$ cat config.mk
export PLATFORM = sky130hd
export DESIGN_NAME = trace_fifo
export DESIGN_NICKNAME = d
export VERILOG_FILES = /design/src/rtl/trace_fifo.sv
export SDC_FILE = /design/constraint.sdc
export NUM_CORES = 1
export LEC_CHECK = 0
export CAP_MARGIN = 10
export CORE_MARGIN = 8
export CORE_UTILIZATION = 59
export DETAILED_ROUTE_END_ITERATION = 6
export PLACE_DENSITY = 0.95
export SLEW_MARGIN = 20
export SYNTH_ARGS = -nofsm -noshare
export SYNTH_HDL_FRONTEND = slang
export SYNTH_SLANG_ARGS = --single-unit
$ cat constraint.sdc
create_clock -name clk -period 8.3 [get_ports clk]
set_input_delay 1.66 -clock clk [delete_from_list [all_inputs] [get_ports clk]]
set_output_delay 1.66 -clock clk [all_outputs]
set_load 0.02 [all_outputs]
$ cat src/rtl/trace_fifo.sv
// ---------------------------------------------------------------------------
// trace_fifo
//
// Capture buffer for the debug block. Each rising edge of `start` snapshots
// the {p_c, d_c} bus pair into a small first-word-fall-through FIFO. Stored
// pairs drain through a valid/ready port. A trigger that arrives while the
// buffer is full, with no pop in the same cycle, is dropped. Dropped
// triggers set a sticky overflow flag and bump a saturating 8-bit counter.
//
// Parameters
//   DEPTH      number of entries (power of two, >= 2)
//   W          width of each captured bus
//
// Ports
//   clk        system clock, rising edge
//   res        synchronous active-high reset
//   start      capture trigger; only its rising edge captures
//   p_c, d_c   buses sampled on a capture
//   out_valid  head entry available
//   out_ready  consumer accepts the head entry
//   out_pc     head entry p_c field (0 when empty)
//   out_dc     head entry d_c field (0 when empty)
//   count      entries currently held
//   full       count == DEPTH
//   overflow   sticky: at least one trigger dropped since reset
//   drop_cnt   dropped-trigger count, saturates at 255
// ---------------------------------------------------------------------------
module trace_fifo #(
    parameter int DEPTH = 4,
    parameter int W     = 33
) (
    input  logic                       clk,
    input  logic                       res,
    input  logic                       start,
    input  logic [W-1:0]               p_c,
    input  logic [W-1:0]               d_c,
    output logic                       out_valid,
    input  logic                       out_ready,
    output logic [W-1:0]               out_pc,
    output logic [W-1:0]               out_dc,
    output logic [$clog2(DEPTH):0]     count,
    output logic                       full,
    output logic                       overflow,
    output logic [7:0]                 drop_cnt
);

    localparam int AW = $clog2(DEPTH);
    localparam int CW = AW + 1;

    // Storage: each entry holds {p_c, d_c}. Contents are never reset; the
    // count alone decides what is valid.
    logic [2*W-1:0] mem [DEPTH];

    logic          start_q;
    logic [AW-1:0] wr_ptr_q, wr_ptr_d;
    logic [AW-1:0] rd_ptr_q, rd_ptr_d;
    logic [CW-1:0] count_q,  count_d;
    logic          overflow_q, overflow_d;
    logic [7:0]    drop_cnt_q, drop_cnt_d;

    logic          trig;
    logic          empty;
    logic          is_full;
    logic          pop;
    logic          push;
    logic          drop;
    logic [2*W-1:0] head;

    assign empty   = (count_q == '0);
    assign is_full = (count_q == CW'(DEPTH));

    // Rising-edge detect: a held `start` produces a single capture.
    assign trig = start & ~start_q;

    // A pop only occurs when there is something to pop.
    assign pop  = ~empty & out_ready;

    // When full, a same-cycle pop frees the slot the push needs.
    assign push = trig & (~is_full | pop);
    assign drop = trig & is_full & ~pop;

    // Next-state logic
    always_comb begin
        wr_ptr_d   = wr_ptr_q;
        rd_ptr_d   = rd_ptr_q;
        count_d    = count_q;
        overflow_d = overflow_q;
        drop_cnt_d = drop_cnt_q;

        // Pointers wrap naturally since DEPTH is a power of two.
        if (push) begin
            wr_ptr_d = wr_ptr_q + AW'(1);
        end
        if (pop) begin
            rd_ptr_d = rd_ptr_q + AW'(1);
        end

        count_d = count_q + CW'(push) - CW'(pop);

        if (drop) begin
            overflow_d = 1'b1;
            if (drop_cnt_q != 8'hFF) begin
                drop_cnt_d = drop_cnt_q + 8'd1;
            end
        end
    end

    // Control state
    always_ff @(posedge clk) begin
        if (res) begin
            start_q    <= 1'b0;
            wr_ptr_q   <= '0;
            rd_ptr_q   <= '0;
            count_q    <= '0;
            overflow_q <= 1'b0;
            drop_cnt_q <= 8'd0;
        end else begin
            start_q    <= start;
            wr_ptr_q   <= wr_ptr_d;
            rd_ptr_q   <= rd_ptr_d;
            count_q    <= count_d;
            overflow_q <= overflow_d;
            drop_cnt_q <= drop_cnt_d;
        end
    end

    // Storage write. Reset must win over a same-cycle push, so the write is
    // gated; a stray write would be harmless but is kept out for clarity.
    always_ff @(posedge clk) begin
        if (!res && push) begin
            mem[wr_ptr_q] <= {p_c, d_c};
        end
    end

    // First-word-fall-through head: read asynchronously so a captured entry
    // is visible on the outputs right after the edge that wrote it.
    assign head = mem[rd_ptr_q];

    assign out_valid = ~empty;
    assign out_pc    = empty ? '0 : head[2*W-1:W];
    assign out_dc    = empty ? '0 : head[W-1:0];
    assign count     = count_q;
    assign full      = is_full;
    assign overflow  = overflow_q;
    assign drop_cnt  = drop_cnt_q;

endmodule
==> run metrics <==
width of the die=152 um; outcome=completed; first-pass GRT wire length=33,500 um; flops & latches, synth=283; M1 GR Usage=between 20% and 30%; dominant cells by area after synthesis=edfxtp_1 (73%), mux4_2 (14%), and2_1 (4.1%); drt drc=0; slowest cell delay on critical path=about 760 ps; total number of vias=approximately 5.4k; post-synthesis sequential area ratio=roughly 76%; most area-hungry cell type in the Yosys netlist=edfxtp_1; DP Area=12,600 um^2; highest clock rate=198 MHz; fin crit period=slightly above 5000 ps; top cells by instance count after synthesis=edfxtp_1 (264), and2_1 (71), mux4_2 (66); period utilisation layout=about three fifths; pin count of the biggest net entering global routing=70; Avg Inst Size Synth=between 20 and 25 um^2; clk sinks=~280; Inst Count DP=~870; Pwr Total=4.11 mW; DRC marker count from the first detailed-route iteration=396; initial antenna violation count=1; CP Capture Type=output pin; CTS Buf Count=28; Max H-tree Level=1; crit path max-delay cell type=dfxtp_4; share of the synthesized area in the top cell type=around 73%; fin nets=approximately 750; Worst Hold Path Cells=2; CTS tree=yes; core area=18,000 um^2; final antenna-violating net count=0; GRT met2 Usage=32.9%; power density cells=approximately 300 nW/um^2; clk slew on worst S/H paths=about 70 ps; initial core utilization=approximately three fifths; Rows=49; GRT Total Usage=between 10% and 20%; number of port buffers=149; setup TNS=0 ps; Max Cap Viol=0; Clock Latency Late Sink=approximately 520 ps; CTS Root Cell=clkbuf_16; CP Launch Type=flip-flop; Pre-antenna DRT Iters=5; final instance area=13,400 um^2; worst-margin pin slew=approximately 1000 ps; Layout Cells excl Fill=about 920; Final HPWL DP=around 13,000 um; CTS resizes=0; Largest delay share family, worst path=buffers and inverters; Ys Warns=0; Max VDD drop=slightly above 0.2 mV; Post-CTS Hold Buffers=0; Async S/R FF share, synth=0%; worst path bufs/invs=2; via count of the first global-routing pass=between 5k and 6k; WS Path Type=reg2out; syn nets=a little under 600; share of layout cells above drive strength 1=approximately 17%; Worst path depth=4; Post-synth EDFFs=between 200 and 300; GR Layer Usage met3=3.68%; RSZ-0062 raised after global routing=no; cell with the most instances after synthesis=edfxtp_1; HP Class=reg2reg; Vias/cell=5.87; worst-case clock skew=slightly above 9 ps; max_slew headroom=between 30% and 40%; Mapped Cells=approximately 520; Post-synth top flop=edfxtp_1; Post-Syn Area=between 10,000 and 15,000 um^2; Congestion Overflow GR=0; Lkg Pwr=~4.3 nW; CTS max path bufs=3; Die H=~150 um; Hold Fails Final Rpt=0; IO Pins=150; GPL Wtd Cong=around 0.75; CP Max Fanout=38; Routed WL=21,800 um; Cell variety after synth=38; layer with the highest usage=met2; routed len/inst=around 24 um; final setup vio count=0; count of final max-slew check failures=0; area delta synth->final=23.6%; Critical Path, Cell by Cell=buf_4 -> mux4_2 -> and2_1 -> clkdlybuf4s50_1; Worst Path Required=roughly 6600 ps; Die ar.=23,000 um^2; WP data arrival=roughly 3400 ps; depth of the worst register-to-register path=9; Setup Fix Bufs, Post-CTS=0
[through the flow]
step / utilization, % / worst slack (ps) / hold WS (ps)
floorplan: - / 4120 / 467
global placement: 69.7 / 3750 / 457
global route: 74.6 / 3020 / 506
detailed placement: 69.7 / 3720 / 466
finish: 74.6 / 3240 / 477
CTS: 74.5 / 3120 / 477
[per-layer routing]
metal / vias up / wire length [um] / share of wire [%]
met2: 225 / 11500 / 53
met1: 2769 / 8240 / 38
met5: - / 0 / 0
met3: 44 / 1530 / 7.0
met4: 0 / 587 / 2.7
li1: 2379 / - / -
[worst reg2reg max path, cell delays in order (launching register included)]
cell	delay [ps]
dfxtp_1	500
or3_4	630
nand2_1	240
mux2i_1	200
ha_1	160
inv_1	60
fa_1	420
xor2_1	170
xnor2_1	180
nor2_1	70
[flip-flops by register name (all words and copies together), names as in the netlist, named ones only]
| signal | flops |
|---|---|
| mem | 264 |
| drop_cnt | 8 |
| count | 3 |
| rd_ptr_q | 2 |
| wr_ptr_q | 2 |
| overflow | 1 |
| start_q | 1 |
[power breakdown]
| part | internal, mW | leakage (nW) | switching [mW] |
|---|---|---|---|
| registers | 1.62 | 2.55 | 0.0814 |
| logic | 0.624 | 1.31 | 0.592 |
| clock network | 0.699 | 0.429 | 0.497 |
| total | 2.94 | 4.29 | 1.17 |
[logic make-up after synthesis]
kind of cell,Yosys count,share of synthesized area (%)
buffers and inverters,27,1.19
AND/OR/NAND/NOR,113,6.34
AO/OA/AOI/OAI,11,0.691
flip-flops,283,76.4
multiplexers,70,14.1
adder cells (fa/ha/maj),7,0.875
XOR/XNOR,5,0.403
[final cells by class]
cell class	count	area [um^2]
diodes	1	2.50
clock inverters	15	126
clock buffers	36	752
repair buffers	150	1500
well taps	229	287
inverters	3	11.3
multi-input cells	206	2450
fillers	1013	4590
flip-flops and latches	283	8320
[cell usage in the layout, fill, tap and decap left out, types with 2 or more instances in the layout]
cell type	instances
xnor2_1	2
mux2i_1	2
a31oi_1	3
nor2_1	13
inv_1	3
clkinv_2	4
bufinv_16	2
and2_1	67
clkbuf_1	7
nor2b_1	5
nand2_1	5
ha_1	6
a21oi_1	4
dfxtp_1	17
nor3_1	2
nand2b_1	2
and4_1	2
mux4_2	66
clkdlybuf4s50_1	149
and2_4	4
edfxtp_1	264
clkbuf_16	29
xor2_1	3
clkinv_1	8
nand3_1	5
dfxtp_4	2
[worst paths after layout]
check	startpoint	end	slack, ps
worst max-delay path	flip-flop	out_dc[5]	3240
worst min-delay path	overflow	overflow	480
worst max register to register	count[1]	count[2]	5540
worst min register to register	overflow	overflow	480
(Power assumes the default switching activity.)
